<file path="src/rtl/handshake_pulse_arb.sv">
// rtl/handshake_pulse_arb.sv - round-robin arbiter feeding one handshake pulse-sync channel
//
// Purpose: N_REQ requesters post single-cycle events; each is latched in a
// pending bit and issued one at a time as a one-cycle sync_pulse to a shared
// pulse-sync channel, which is then held busy for HOLD_CYC cycles. A
// sync_fail during the hold re-queues the event so it wins the next round.
//
// Ports:
//   src_clk     in   sole clock, rising edge
//   src_rst     in   asynchronous active-high reset
//   req_pulse   in   [N_REQ]  per-requester event request
//   sync_fail   in   channel sync-fail indication (honoured only in HOLD)
//   sync_pulse  out  one-cycle event to the channel source pulse input
//   sync_id     out  [IDW]    requester index of the in-flight event
//   req_done    out  [N_REQ]  one-cycle successful-delivery pulse
//   req_ovf     out  [N_REQ]  one-cycle lost-event pulse
//   busy        out  high in ISSUE and HOLD
module handshake_pulse_arb #(
  parameter  int N_REQ    = 4,
  parameter  int HOLD_CYC = 16,
  localparam int IDW      = $clog2(N_REQ)
) (
  input  logic             src_clk,
  input  logic             src_rst,
  input  logic [N_REQ-1:0] req_pulse,
  input  logic             sync_fail,
  output logic             sync_pulse,
  output logic [IDW-1:0]   sync_id,
  output logic [N_REQ-1:0] req_done,
  output logic [N_REQ-1:0] req_ovf,
  output logic             busy
);

  typedef enum logic [1:0] {
    S_IDLE  = 2'd0,
    S_ISSUE = 2'd1,
    S_HOLD  = 2'd2
  } state_t;

  state_t           state_q;
  logic [N_REQ-1:0] pending_q, pending_d;
  logic [N_REQ-1:0] ovf_d;
  logic [IDW-1:0]   ptr_q;
  logic [7:0]       cnt_q;
  logic             fail_q;
  logic             sync_pulse_q;
  logic [IDW-1:0]   sync_id_q;
  logic [N_REQ-1:0] req_done_q;
  logic [N_REQ-1:0] req_ovf_q;
  logic             busy_q;

  logic [N_REQ-1:0] id_onehot;
  logic [N_REQ-1:0] issue_clr;
  logic [N_REQ-1:0] retry_set;
  logic [IDW-1:0]   win_id;
  logic [IDW-1:0]   id_next;
  logic [IDW:0]     scan_idx;
  logic             hold_fail;

  assign id_onehot = {{(N_REQ-1){1'b0}}, 1'b1} << sync_id_q;
  assign issue_clr = (state_q == S_ISSUE) ? id_onehot : '0;
  assign hold_fail = (state_q == S_HOLD) && sync_fail;
  assign retry_set = hold_fail ? id_onehot : '0;
  assign id_next   = (sync_id_q == IDW'(N_REQ - 1)) ? '0 : sync_id_q + 1'b1;

  // A request landing in the issue cycle of its own requester survives as a
  // new event (set wins over clear). A request that lands on a bit that is
  // still pending, or on a fail-retry re-set, is merged and reported as lost.
  always_comb begin
    pending_d = (pending_q & ~issue_clr) | req_pulse | retry_set;
    ovf_d     = req_pulse & ((pending_q & ~issue_clr) | retry_set);
  end

  // Scan from the pointer downwards in k so the smallest offset wins last.
  // scan_idx has one spare bit so ptr+k never overflows before the wrap.
  always_comb begin
    win_id   = '0;
    scan_idx = '0;
    for (int k = N_REQ - 1; k >= 0; k--) begin
      scan_idx = {1'b0, ptr_q} + (IDW+1)'(k);
      if (scan_idx >= (IDW+1)'(N_REQ)) scan_idx = scan_idx - (IDW+1)'(N_REQ);
      if (pending_q[scan_idx[IDW-1:0]]) win_id = scan_idx[IDW-1:0];
    end
  end

  always_ff @(posedge src_clk or posedge src_rst) begin
    if (src_rst) begin
      state_q      <= S_IDLE;
      pending_q    <= '0;
      ptr_q        <= '0;
      cnt_q        <= '0;
      fail_q       <= 1'b0;
      sync_pulse_q <= 1'b0;
      sync_id_q    <= '0;
      req_done_q   <= '0;
      req_ovf_q    <= '0;
      busy_q       <= 1'b0;
    end else begin
      pending_q    <= pending_d;
      req_ovf_q    <= ovf_d;
      sync_pulse_q <= 1'b0;
      req_done_q   <= '0;
      case (state_q)
        S_IDLE: begin
          if (|pending_q) begin
            sync_id_q    <= win_id;
            sync_pulse_q <= 1'b1;
            busy_q       <= 1'b1;
            state_q      <= S_ISSUE;
          end
        end
        S_ISSUE: begin
          cnt_q   <= 8'(HOLD_CYC - 1);
          fail_q  <= 1'b0;
          state_q <= S_HOLD;
        end
        S_HOLD: begin
          if (sync_fail) fail_q <= 1'b1;
          if (cnt_q == 8'd0) begin
            busy_q  <= 1'b0;
            state_q <= S_IDLE;
            // A fail in the final hold cycle still counts as a failure.
            if (fail_q || sync_fail) begin
              ptr_q <= sync_id_q;
            end else begin
              req_done_q <= id_onehot;
              ptr_q      <= id_next;
            end
          end else begin
            cnt_q <= cnt_q - 8'd1;
          end
        end
        default: state_q <= S_IDLE;
      endcase
    end
  end

  assign sync_pulse = sync_pulse_q;
  assign sync_id    = sync_id_q;
  assign req_done   = req_done_q;
  assign req_ovf    = req_ovf_q;
  assign busy       = busy_q;

endmodule

</file>
<file path="config.mk">
export PLATFORM = sky130hd
export DESIGN_NAME = handshake_pulse_arb
export DESIGN_NICKNAME = d
export VERILOG_FILES = /design/src/rtl/handshake_pulse_arb.sv
export SDC_FILE = /design/constraint.sdc
export NUM_CORES = 1
export LEC_CHECK = 0
export ABC_AREA = 0
export CELL_PAD_IN_SITES_DETAIL_PLACEMENT = 0
export CELL_PAD_IN_SITES_GLOBAL_PLACEMENT = 1
export CORE_MARGIN = 2
export CORE_UTILIZATION = 45
export DETAILED_ROUTE_END_ITERATION = 16
export PLACE_DENSITY = 0.8
export SETUP_SLACK_MARGIN = 0.3
export SLEW_MARGIN = 10
export SYNTH_ARGS = -nofsm -noshare
export SYNTH_HDL_FRONTEND = slang
export SYNTH_SLANG_ARGS = --single-unit
</file>
<file path="constraint.sdc">
create_clock -name src_clk -period 3.5 [get_ports src_clk]
set_input_delay 0.7 -clock src_clk [delete_from_list [all_inputs] [get_ports src_clk]]
set_output_delay 0.7 -clock src_clk [all_outputs]
set_load 0.01 [all_outputs]
</file>
# Word-level counts from Yosys, hierarchy flattened
# Index checks and enable logic that the tools add are counted.
[totals] regBits=29 latch_bits=0 mem_bits_rw=0 mem_bits_ro=0 input_bits=7 out_inout_bits=12 elab_cells=89 n_memories=0
[classes] addsub=9 mul=0 div_mod_pow=0 order_cmp=8 eq_ne=7 shifts=1 mux=35 n_bitwise=6 n_reduce_logical=13
[ops] operator="2-to-1 mux 2 bit" n=12
[ops] operator="2-to-1 mux 4 bit" n=5
[ops] operator="case mux 8 bit (2 select lines)" n=1
[ops] operator="less-than comparator 2 x 3 -> 1 bit, second input constant" n=4
[ops] operator="bitwise OR 4 bit" n=3
[ops] operator="AND reduction 2 bit" n=5
[ops] operator=">= comparator 3 bit, second input constant" n=3
[ops] operator="2-to-1 mux 1 bit" n=9
[ops] operator="AND 4 bit" n=2
[ops] operator="binary-select mux 1 bit (select 2 bit)" n=4
[ops] operator="zero test 8 bit" n=1
[ops] operator="2-to-1 mux 8 bit" n=1
[ops] operator="subtractor 2 x 1 -> 2 bit, second input constant" n=4
[ops] operator="subtractor 8 x 1 -> 8 bit, second input constant" n=1
[ops] operator="adder 2 x 2 -> 3 bit, second input constant" n=2
[ops] operator="!= test 2 bit, second input constant" n=3
[ops] operator="case mux 2 bit (3 select lines)" n=1
[ops] operator="equality test 2 bit, second input constant" n=2
[ops] operator="inverter 4 bit" n=1
[ops] operator="case mux 1 bit (2 select lines)" n=2
[ops] operator="nonzero test 2 bit" n=2
[ops] operator="OR reduction 4 bit" n=1
[ops] operator="left shift 1 x 2 -> 4 bit, first input constant" n=1
[ops] operator="adder 2 x 1 -> 3 bit, second input constant" n=1
[ops] operator="other kinds (8)" n=8

# Logic depth before layout (Yosys ltp)
# Gate-level depths: netlist of the first run.
[depth] ltp_word=9 mapped_depth=6 depth_no_buf=6

# Worst setup path after synthesis of the first run
# No wires, ideal clock.
[synth_timing] path_kind="register to register" from="register cnt_q[0]" to="register cnt_q[6]" setup_ns=0.122 t_arrival_ns=1.659 required_time_ns=3.378 slack_ns=1.719 path_stages_with_launch=7 path_buffers=0 synth_period_minus_slack_ns=1.781 path_cell_list="dfrtp_1 -> inv_1 -> ha_1 -> or3b_2 -> nor4_1 -> nand2_1 -> a32o_1"
[synth_between] elab_chain_len=3 elab_cells_between_ends=6 classes_between="add/sub: 1; eq/ne: 1; mux: 2; reduce/logical: 2"
[synth_rtl] item="start: declaration" line="44" text="logic [7:0] cnt_q;"
[synth_rtl] item="start signal: assignment" line="113" text="cnt_q <= 8'(HOLD_CYC - 1);"
[synth_rtl] item="start signal: assignment" line="130" text="cnt_q <= cnt_q - 8'd1;"
[synth_rtl] item="subtractor 8 x 1 -> 8 bit / zero test 8 bit (equally long branches)" line="130, 119"
[synth_rtl] item="2-to-1 mux 8 bit / != test 2 bit (equally long branches)"
[synth_rtl] item="case mux 8 bit (2 select lines) / AND reduction 2 bit (equally long branches)"
# Parallel ways exist; a longest one is shown, timed or not. The select of a mux whose other input is x is not followed.
# A chain may end at the register's enable or synchronous reset.

# Worst setup path in the final report of the first run
[layout_timing] from="register sync_id_q[1], in the netlist sync_id[1]" to="output sync_id[1]"
[layout_rtl] item="start: declaration" line="47" text="logic [IDW-1:0] sync_id_q;"
[layout_rtl] item="start signal: assignment" line="106" text="sync_id_q <= win_id;"
[layout_rtl] item="end: declaration" line="28" text="output logic [IDW-1:0] sync_id,"
# No word-level cell between the ends.

==> results.tsv, run 1 <==
stage	metric	value	unit
routing	DR vias	1224	
global_route	initial antenna violation count	0	
routing	first-pass iteration count of the detailed router	4	
worst_hold_path	hold path depth	2	
cts	post-CTS setup repair buffer count	0	
setup_path	Crit path largest cell delay	0.58	ns
timing	final clock skew	0.0135	ns
logic_synthesis	sequential-to-total area share from yosys stat	48.9	%
routing	wire length after detailed routing	3120	um
logic_synthesis	Mapped Nets	165	
timing	final cycle utilization of the critical path	60.2	%
routing	drt wl/cell	14.2	um
setup_path	cell breakdown of the critical path	clkdlybuf4s50_1	
timing	Min Clock Period, post-route	2.11	ns
cts	Clk Latency, worst-skew pair	0.33	ns
routing	Detail Route Antenna Nets	0	
floorplanning	effective utilization at floorplan	47.8	%
status	outcome	complete, no violations	
power_and_ir_drop	pwr/cell area	313	mW/mm^2
global_route	total global-route track usage	19.6	%
logic_synthesis	Primary FF master, synth	sky130_fd_sc_hd__dfrtp_1	
cells_and_area	Sequential Area	726	sq um
global_route	first-pass GRT wire length	5220	um
worst_hold_path	Min-Delay Path Class	flip-flop to flip-flop	
cts	clock root buffer master	sky130_fd_sc_hd__clkbuf_4	
timing	transition time at the pin with the least slew margin	0.657	ns
cells_and_area	net count of the finished layout	187	
routing	Residual DRC	0	
cts	Clk pin slew, worst setup/hold paths	0.10	ns
timing	maximum clock frequency	475	MHz
cells_and_area	proportion of layout cells with a drive suffix above 1	10.9	%
logic_synthesis	top-area cell type share of the netlist area	48.9	%
logic_synthesis	library cell occupying the most area in the post-synthesis netlist	sky130_fd_sc_hd__dfrtp_1	
setup_path	cell count along the critical path	1	
global_route	Overflow after GRT	0	
global_route	vias in the first global route	1143	
floorplanning	Die Y	61.4	um
cts	number of buffers on the longest clock path	2	
logic_synthesis	ranking of synthesized cells by instance count	29 x sky130_fd_sc_hd__dfrtp_1, 16 x sky130_fd_sc_hd__inv_1, 15 x sky130_fd_sc_hd__o21ai_0	
logic_synthesis	most frequent cell after synthesis	sky130_fd_sc_hd__dfrtp_1	
placed_design	placer congestion estimate	0.867	
cts	TritonCTS sink count	29	
global_route	maximum number of pins on one net before global-route repair	30	
setup_path	critical path capture point type	output pin	
logic_synthesis	#FFs+latches synth	29	
timing	number of slew-limit violations in the final report	0	
placed_design	Setup Slack @ Placement	1.47	ns
timing	endpoints failing setup	0	
floorplanning	count of boundary I/O pins	19	
timing	number of hold-slack violations in the final timing report	0	
logic_synthesis	total standard cell area after synthesis	0.00148	sq mm
setup_path	sort of element at the start of the critical path	flip-flop	
setup_path	CP arrival	1.41	ns
cells_and_area	number of diodes added for antenna fixing	0	
placed_design	HPWL after detailed placement	2240	um
logic_synthesis	library cells used by synthesis	39	
power_and_ir_drop	leakage	0.000812	uW
floorplanning	overall die area	0.00377	sq mm
power_and_ir_drop	worst voltage drop across the vdd grid	176	uV
setup_path	required time of the critical path	2.80	ns
setup_path	category of cells accounting for the largest share of critical-path delay	buffers and inverters	
cts	Inserted Clock Buffers	5	
setup_path	cell with the largest stage delay on the worst path	sky130_fd_sc_hd__clkdlybuf4s50_1	
logic_synthesis	number of enable flip-flop cells after synthesis	0	
flow_run	number of maximum-capacitance violations	0	
cells_and_area	synthesis-to-finish area growth	18.6	%
logic_synthesis	Async SR Flop Fraction	100	%
logic_synthesis	yosys warns	0	
timing	worst setup slack after layout	1.39	ns
timing	Max-Slew Margin vs Limit	56.2	%
placed_design	buffers added on ports	18	
cells_and_area	Fill cells	295	
logic_synthesis	number of instances in the synthesized netlist	152	
timing	Total Negative Setup Slacks	0	ns
cts	number of instances resized during post-cts repair	0	
setup_path	R2R cell count	6	
cells_and_area	area taken by multi-input logic gates	678	sq um
logic_synthesis	average cell area after synthesis	9.75	sq um
cts	CTS Hold Bufs	0	
cts	H-tree depth reported by CTS	2	
routing	Initial DRC Count	48	
setup_path	critical path start-end classification	flip-flop to output pin	
floorplanning	Die X-Extent	61.4	um
logic_synthesis	cell types with the largest area share after synthesis	sky130_fd_sc_hd__dfrtp_1 49%, sky130_fd_sc_hd__ha_1 5.1%, sky130_fd_sc_hd__o21ai_0 5.1%, sky130_fd_sc_hd__inv_1 4.1%, sky130_fd_sc_hd__nand2_1 2.8%	
timing	setup repair after global routing missed its margin	false	
setup_path	CP bufs+invs	1	
floorplanning	placeable core area	0.00310	sq mm
setup_path	maximum fanout count along the critical path	6	
cts	CTS tree	done	
floorplanning	Rows	20	
routing	average via count per standard cell	5.59	
metal layers:
layer / vias to the layer above / part of all wire, % / track usage [%]
li1: 584 / - / -
met1: 594 / 42 / 21.7
met2: 35 / 50 / 35.0
met3: 11 / 4.5 / 5.25
met4: 0 / 2.8 / 9.42
met5: - / 0 / 0
worst reg2reg max path: cells and delay by family, from the launching register on:
family                     cells  cell delay [ns]
and+or+nand+nor                3             0.86
AOI/OAI and AO/OA              1             0.28
adders and majority gates      1             0.21
buffers and inverters          1             0.12
DFF                            1             0.43
cell type report:
class / instances / area share (%)
Multi-Input combinational cell: 103 / 38.6
Timing Repair Buffer: 19 / 10.7
Inverter: 16 / 3.42
Sequential cell: 29 / 41.3
Clock inverter: 2 / 0.569
Clock buffer: 6 / 2.35
Tap cell: 44 / 3.13
state kept, by name, indices dropped and copies added, names as in the netlist:
name	cells
req_done	4
req_ovf	4
sync_pulse	1
pending_q	4
ptr_q	2
busy	1
state_q	2
sync_id	2
cnt_q	8
fail_q	1
cell families (layout without fill, tap and decap cells):
family | after synthesis | count (layout) | synth area share [%]
compound gates | 41 | 41 | 17.7
fa+ha+maj | 6 | 6 | 5.06
buf+inv | 20 | 43 | 5.32
flops | 29 | 29 | 48.9
mux | 4 | 4 | 2.70
simple gates | 52 | 52 | 20.3
final timing paths:
path	from	slack, ns	to
worst max-delay path	sync_id[1]$_DFFE_PP0P_	1.39	sync_id[1]
max in group asynchronous	src_rst	2.49	sync_pulse$_DFF_PP0_
worst min register to register	fail_q$_DFFE_PP0P_	0.52	fail_q$_DFFE_PP0P_
worst max register to register	cnt_q[0]$_DFFE_PP0P_	1.50	cnt_q[6]$_DFFE_PP0P_
min in group asynchronous	src_rst	0.73	req_done[3]$_DFF_PP0_
worst min-delay path	fail_q$_DFFE_PP0P_	0.52	fail_q$_DFFE_PP0P_
power breakdown:
part	internal [uW]	total [uW]	leakage (uW)	switching, uW
clock	76.3	189	0.0000320	113
combinational	11.7	22.5	0.000445	10.8
sequential	337	338	0.000335	0.559
total	425	549	0.000812	124
layout by cell type, fill, tap and decap left out, types with 2 or more instances in the layout:
| cell | n |
|---|---|
| sky130_fd_sc_hd__o21ai_0 | 15 |
| sky130_fd_sc_hd__ha_1 | 6 |
| sky130_fd_sc_hd__inv_1 | 16 |
| sky130_fd_sc_hd__nand2_1 | 11 |
| sky130_fd_sc_hd__and2_1 | 4 |
| sky130_fd_sc_hd__and3_1 | 4 |
| sky130_fd_sc_hd__a31oi_1 | 4 |
| sky130_fd_sc_hd__clkbuf_4 | 5 |
| sky130_fd_sc_hd__clkdlybuf4s50_1 | 18 |
| sky130_fd_sc_hd__nor2_1 | 11 |
| sky130_fd_sc_hd__clkinv_2 | 2 |
| sky130_fd_sc_hd__o22ai_1 | 3 |
| sky130_fd_sc_hd__nor4_1 | 3 |
| sky130_fd_sc_hd__a21oi_1 | 6 |
| sky130_fd_sc_hd__dfrtp_1 | 29 |
| sky130_fd_sc_hd__nor4b_1 | 2 |
| sky130_fd_sc_hd__nand2b_1 | 3 |
| sky130_fd_sc_hd__mux2i_1 | 4 |
| sky130_fd_sc_hd__a32oi_1 | 2 |
| sky130_fd_sc_hd__nand3_1 | 3 |
| sky130_fd_sc_hd__or2_2 | 4 |
stage by stage:
| stage | utilization, % | cells | instance area [sq um] | hold slack [ns] | power, uW |
|---|---|---|---|---|---|
| after floorplan | - | 152 | 1480 | 0.473 | 352 |
| after global placement | 55.0 | 211 | 1710 | 0.502 | 367 |
| after detailed placement | 55.0 | 211 | 1710 | 0.500 | 368 |
| after CTS | 56.7 | 219 | 1760 | 0.520 | 560 |
| after global routing | 56.7 | 219 | 1760 | 0.576 | 576 |
| final | 56.7 | 219 | 1760 | 0.519 | 549 |
(Power assumes the default switching activity.)
==> run 2: changes to the inputs <==
--- a/config.mk
+++ b/config.mk
@@ -9,9 +9,9 @@
 export CELL_PAD_IN_SITES_DETAIL_PLACEMENT = 0
 export CELL_PAD_IN_SITES_GLOBAL_PLACEMENT = 1
 export CORE_MARGIN = 2
-export CORE_UTILIZATION = 45
+export CORE_UTILIZATION = 38
 export DETAILED_ROUTE_END_ITERATION = 16
-export PLACE_DENSITY = 0.8
+export PLACE_DENSITY = 0.72
 export SETUP_SLACK_MARGIN = 0.3
 export SLEW_MARGIN = 10
 export SYNTH_ARGS = -nofsm -noshare
==> constraint.sdc (replaced) <==
create_clock -name src_clk -period 1.9 [get_ports src_clk]
set_input_delay 0.38 -clock src_clk [delete_from_list [all_inputs] [get_ports src_clk]]
set_output_delay 0.38 -clock src_clk [all_outputs]
set_load 0.01 [all_outputs]
==> run 2 against run 1 <==
Effect of this change: clock skew decreased by 0.0047 ns; sequential share of layout area decreased by 7.5 points; non-clock buffer count increased by 23; cell area increased by 23%; via count increased by 3.8%; first-iteration DRC count increased by 71%; worst setup slack got worse by 1.3 ns; largest cell class is now multi-input combinational cells.
==> results.tsv, run 2 (synthesized netlist as in run 1, its figures left out) <==
stage	metric	value	unit
floorplanning	effective utilization at floorplan	39.9	%
setup_path	R2R cell count	7	
routing	drt wl/cell	14.7	um
floorplanning	placeable core area	0.00372	sq mm
cells_and_area	flip-flop count of the largest register, all copies and words added	8	
worst_hold_path	Min-Delay Path Class	input port to asynchronous set/reset pin	
setup_path	cell breakdown of the critical path	inv_2 > ha_4 > or4b_4 > buf_6 > nor2_1 > o22ai_1 > a32oi_1	
setup_path	launching point of the worst reg2reg path	cnt_q[0]$_DFFE_PP0P_	
global_route	maximum number of pins on one net before global-route repair	22	
flow_run	number of maximum-capacitance violations	0	
timing	transition time at the pin with the least slew margin	0.337	ns
power_and_ir_drop	post-route total power	1160	uW
cells_and_area	proportion of layout cells with a drive suffix above 1	33.3	%
setup_path	maximum fanout count along the critical path	3	
setup_path	required time of the critical path	2.09	ns
global_route	total global-route track usage	18.9	%
cts	H-tree depth reported by CTS	2	
cts	clock root buffer master	sky130_fd_sc_hd__clkbuf_8	
cts	Clk Latency, worst-skew pair	0.28	ns
placed_design	buffers added on ports	18	
setup_path	critical path capture point type	flip-flop	
setup_path	category of cells accounting for the largest share of critical-path delay	simple AND/OR/NAND/NOR gates	
placed_design	placed cell areas	0.00182	sq mm
cells_and_area	register name with the most flops	cnt_q	
timing	Total Negative Setup Slacks	0	ns
floorplanning	overall die area	0.00442	sq mm
placed_design	placer congestion estimate	0.870	
routing	Residual DRC	0	
setup_path	CP bufs+invs	2	
placed_design	Post-Place Cells	225	
routing	first-pass iteration count of the detailed router	4	
floorplanning	Die Y	66.5	um
setup_path	sort of element at the start of the critical path	flip-flop	
timing	maximum clock frequency	565	MHz
routing	Initial DRC Count	82	
routing	DR vias	1270	
timing	Max-Slew Margin vs Limit	77.5	%
cts	TritonCTS sink count	29	
cts	CTS Hold Bufs	0	
floorplanning	count of boundary I/O pins	19	
global_route	initial antenna violation count	0	
cells_and_area	Final Cell Area	0.00216	sq mm
floorplanning	Rows	22	
cts	Inserted Clock Buffers	5	
power_and_ir_drop	leakage	0.000962	uW
cells_and_area	number of diodes added for antenna fixing	0	
cells_and_area	post-route insts no fill	246	
timing	setup repair after global routing missed its margin	true	
global_route	first-pass GRT wire length	6150	um
setup_path	critical path start-end classification	flip-flop to flip-flop	
setup_path	Crit path largest cell delay	0.49	ns
setup_path	register-to-register path setup slack	0.13	ns
placed_design	HPWL after detailed placement	2410	um
timing	number of slew-limit violations in the final report	0	
cts	CTS tree	done	
cts	Clk pin slew, worst setup/hold paths	0.07	ns
power_and_ir_drop	pwr/cell area	537	mW/mm^2
cells_and_area	synthesis-to-finish area growth	45.7	%
routing	wire length after detailed routing	3630	um
timing	endpoints failing setup	0	
floorplanning	Die X-Extent	66.5	um
cells_and_area	most frequent cells in the layout	26 x sky130_fd_sc_hd__dfrtp_1, 18 x sky130_fd_sc_hd__buf_4, 16 x sky130_fd_sc_hd__clkdlybuf4s50_1, 13 x sky130_fd_sc_hd__inv_1	
timing	Min Clock Period, post-route	1.77	ns
setup_path	capture point of the worst reg-to-reg path	cnt_q[1]$_DFFE_PP0P_	
global_route	vias in the first global route	1326	
timing	worst setup slack after layout	0.131	ns
power_and_ir_drop	worst voltage drop across the vdd grid	305	uV
setup_path	CP arrival	1.96	ns
routing	average via count per standard cell	5.16	
setup_path	cell with the largest stage delay on the worst path	sky130_fd_sc_hd__or4b_4	
cells_and_area	most common library cell in the layout ignoring fill and taps	sky130_fd_sc_hd__dfrtp_1	
placed_design	Setup Slack @ Placement	0.0988	ns
timing	final clock skew	0.00883	ns
timing	number of hold-slack violations in the final timing report	0	
timing	final cycle utilization of the critical path	93.1	%
cts	number of buffers on the longest clock path	2	
status	outcome	complete, no violations	
routing	Detail Route Antenna Nets	0	
global_route	Overflow after GRT	0	
cells_and_area	net count of the finished layout	210	
## run 2: worst max path at each step
stage	start	slack, ns	to	cells past startpoint
floorplan	cnt_q[1]$_DFFE_PP0P_	0.23	cnt_q[6]$_DFFE_PP0P_	6
global placement	cnt_q[1]$_DFFE_PP0P_	0.12	cnt_q[1]$_DFFE_PP0P_	5
detailed placement	cnt_q[1]$_DFFE_PP0P_	0.1	ptr_q[1]$_DFFE_PP0P_	6
CTS	cnt_q[1]$_DFFE_PP0P_	0.12	req_done[2]$_DFF_PP0_	7
global route	cnt_q[1]$_DFFE_PP0P_	0.06	req_done[1]$_DFF_PP0_	7
finish	cnt_q[0]$_DFFE_PP0P_	0.13	cnt_q[1]$_DFFE_PP0P_	7
## run 2: final cells by class
class	count	area, sq um
Fill cell	322	1560
Clock inverter	3	17.5
Sequential cell	29	729
Inverter	16	60.1
Timing Repair Buffer	42	418
Tap cell	48	60.1
Multi-Input combinational cell	103	806
Clock buffer	5	68.8
## run 2: where the power goes
part	internal [uW]	switching [uW]
combinational	23.0	20.7
sequential	622	1.00
clock	252	241
## run 2: stage by stage
step	util (%)	hold slack, ns
floorplan	-	0.458
global placement	49.1	0.490
detailed placement	49.1	0.506
CTS	56.3	0.416
global route	58.1	0.432
finish	58.1	0.419
## run 2: timing repair
item / in CTS / in global routing
gates cloned: 1 / 0
buffers inserted: 11 / 1
setup endpoints to repair: 15 / 22
gates resized for setup: 14 / 18
pin swaps: 4 / 4
## run 2: per-layer routing
| metal | global-route usage (%) | wire length, um |
|---|---|---|
| met2 | 33.3 | 1850 |
| met1 | 21.4 | 1560 |
| met3 | 4.05 | 110 |
| met5 | 0 | 0 |
| met4 | 9.44 | 108 |
## run 2: worst min-delay path: stages
cell	delay (ns)
sky130_fd_sc_hd__clkdlybuf4s50_1	0.40
sky130_fd_sc_hd__inv_1	0.07
sky130_fd_sc_hd__buf_4	0.20
==> run 3: changes to the inputs <==
--- a/config.mk
+++ b/config.mk
@@ -11,6 +11,7 @@
 export CORE_MARGIN = 2
 export CORE_UTILIZATION = 38
 export DETAILED_ROUTE_END_ITERATION = 16
+export HOLD_SLACK_MARGIN = 0.02
 export PLACE_DENSITY = 0.72
 export SETUP_SLACK_MARGIN = 0.3
 export SLEW_MARGIN = 10
==> results of run 3 <==
No change in the layout: final DEF, timing and power equal those of run 2.
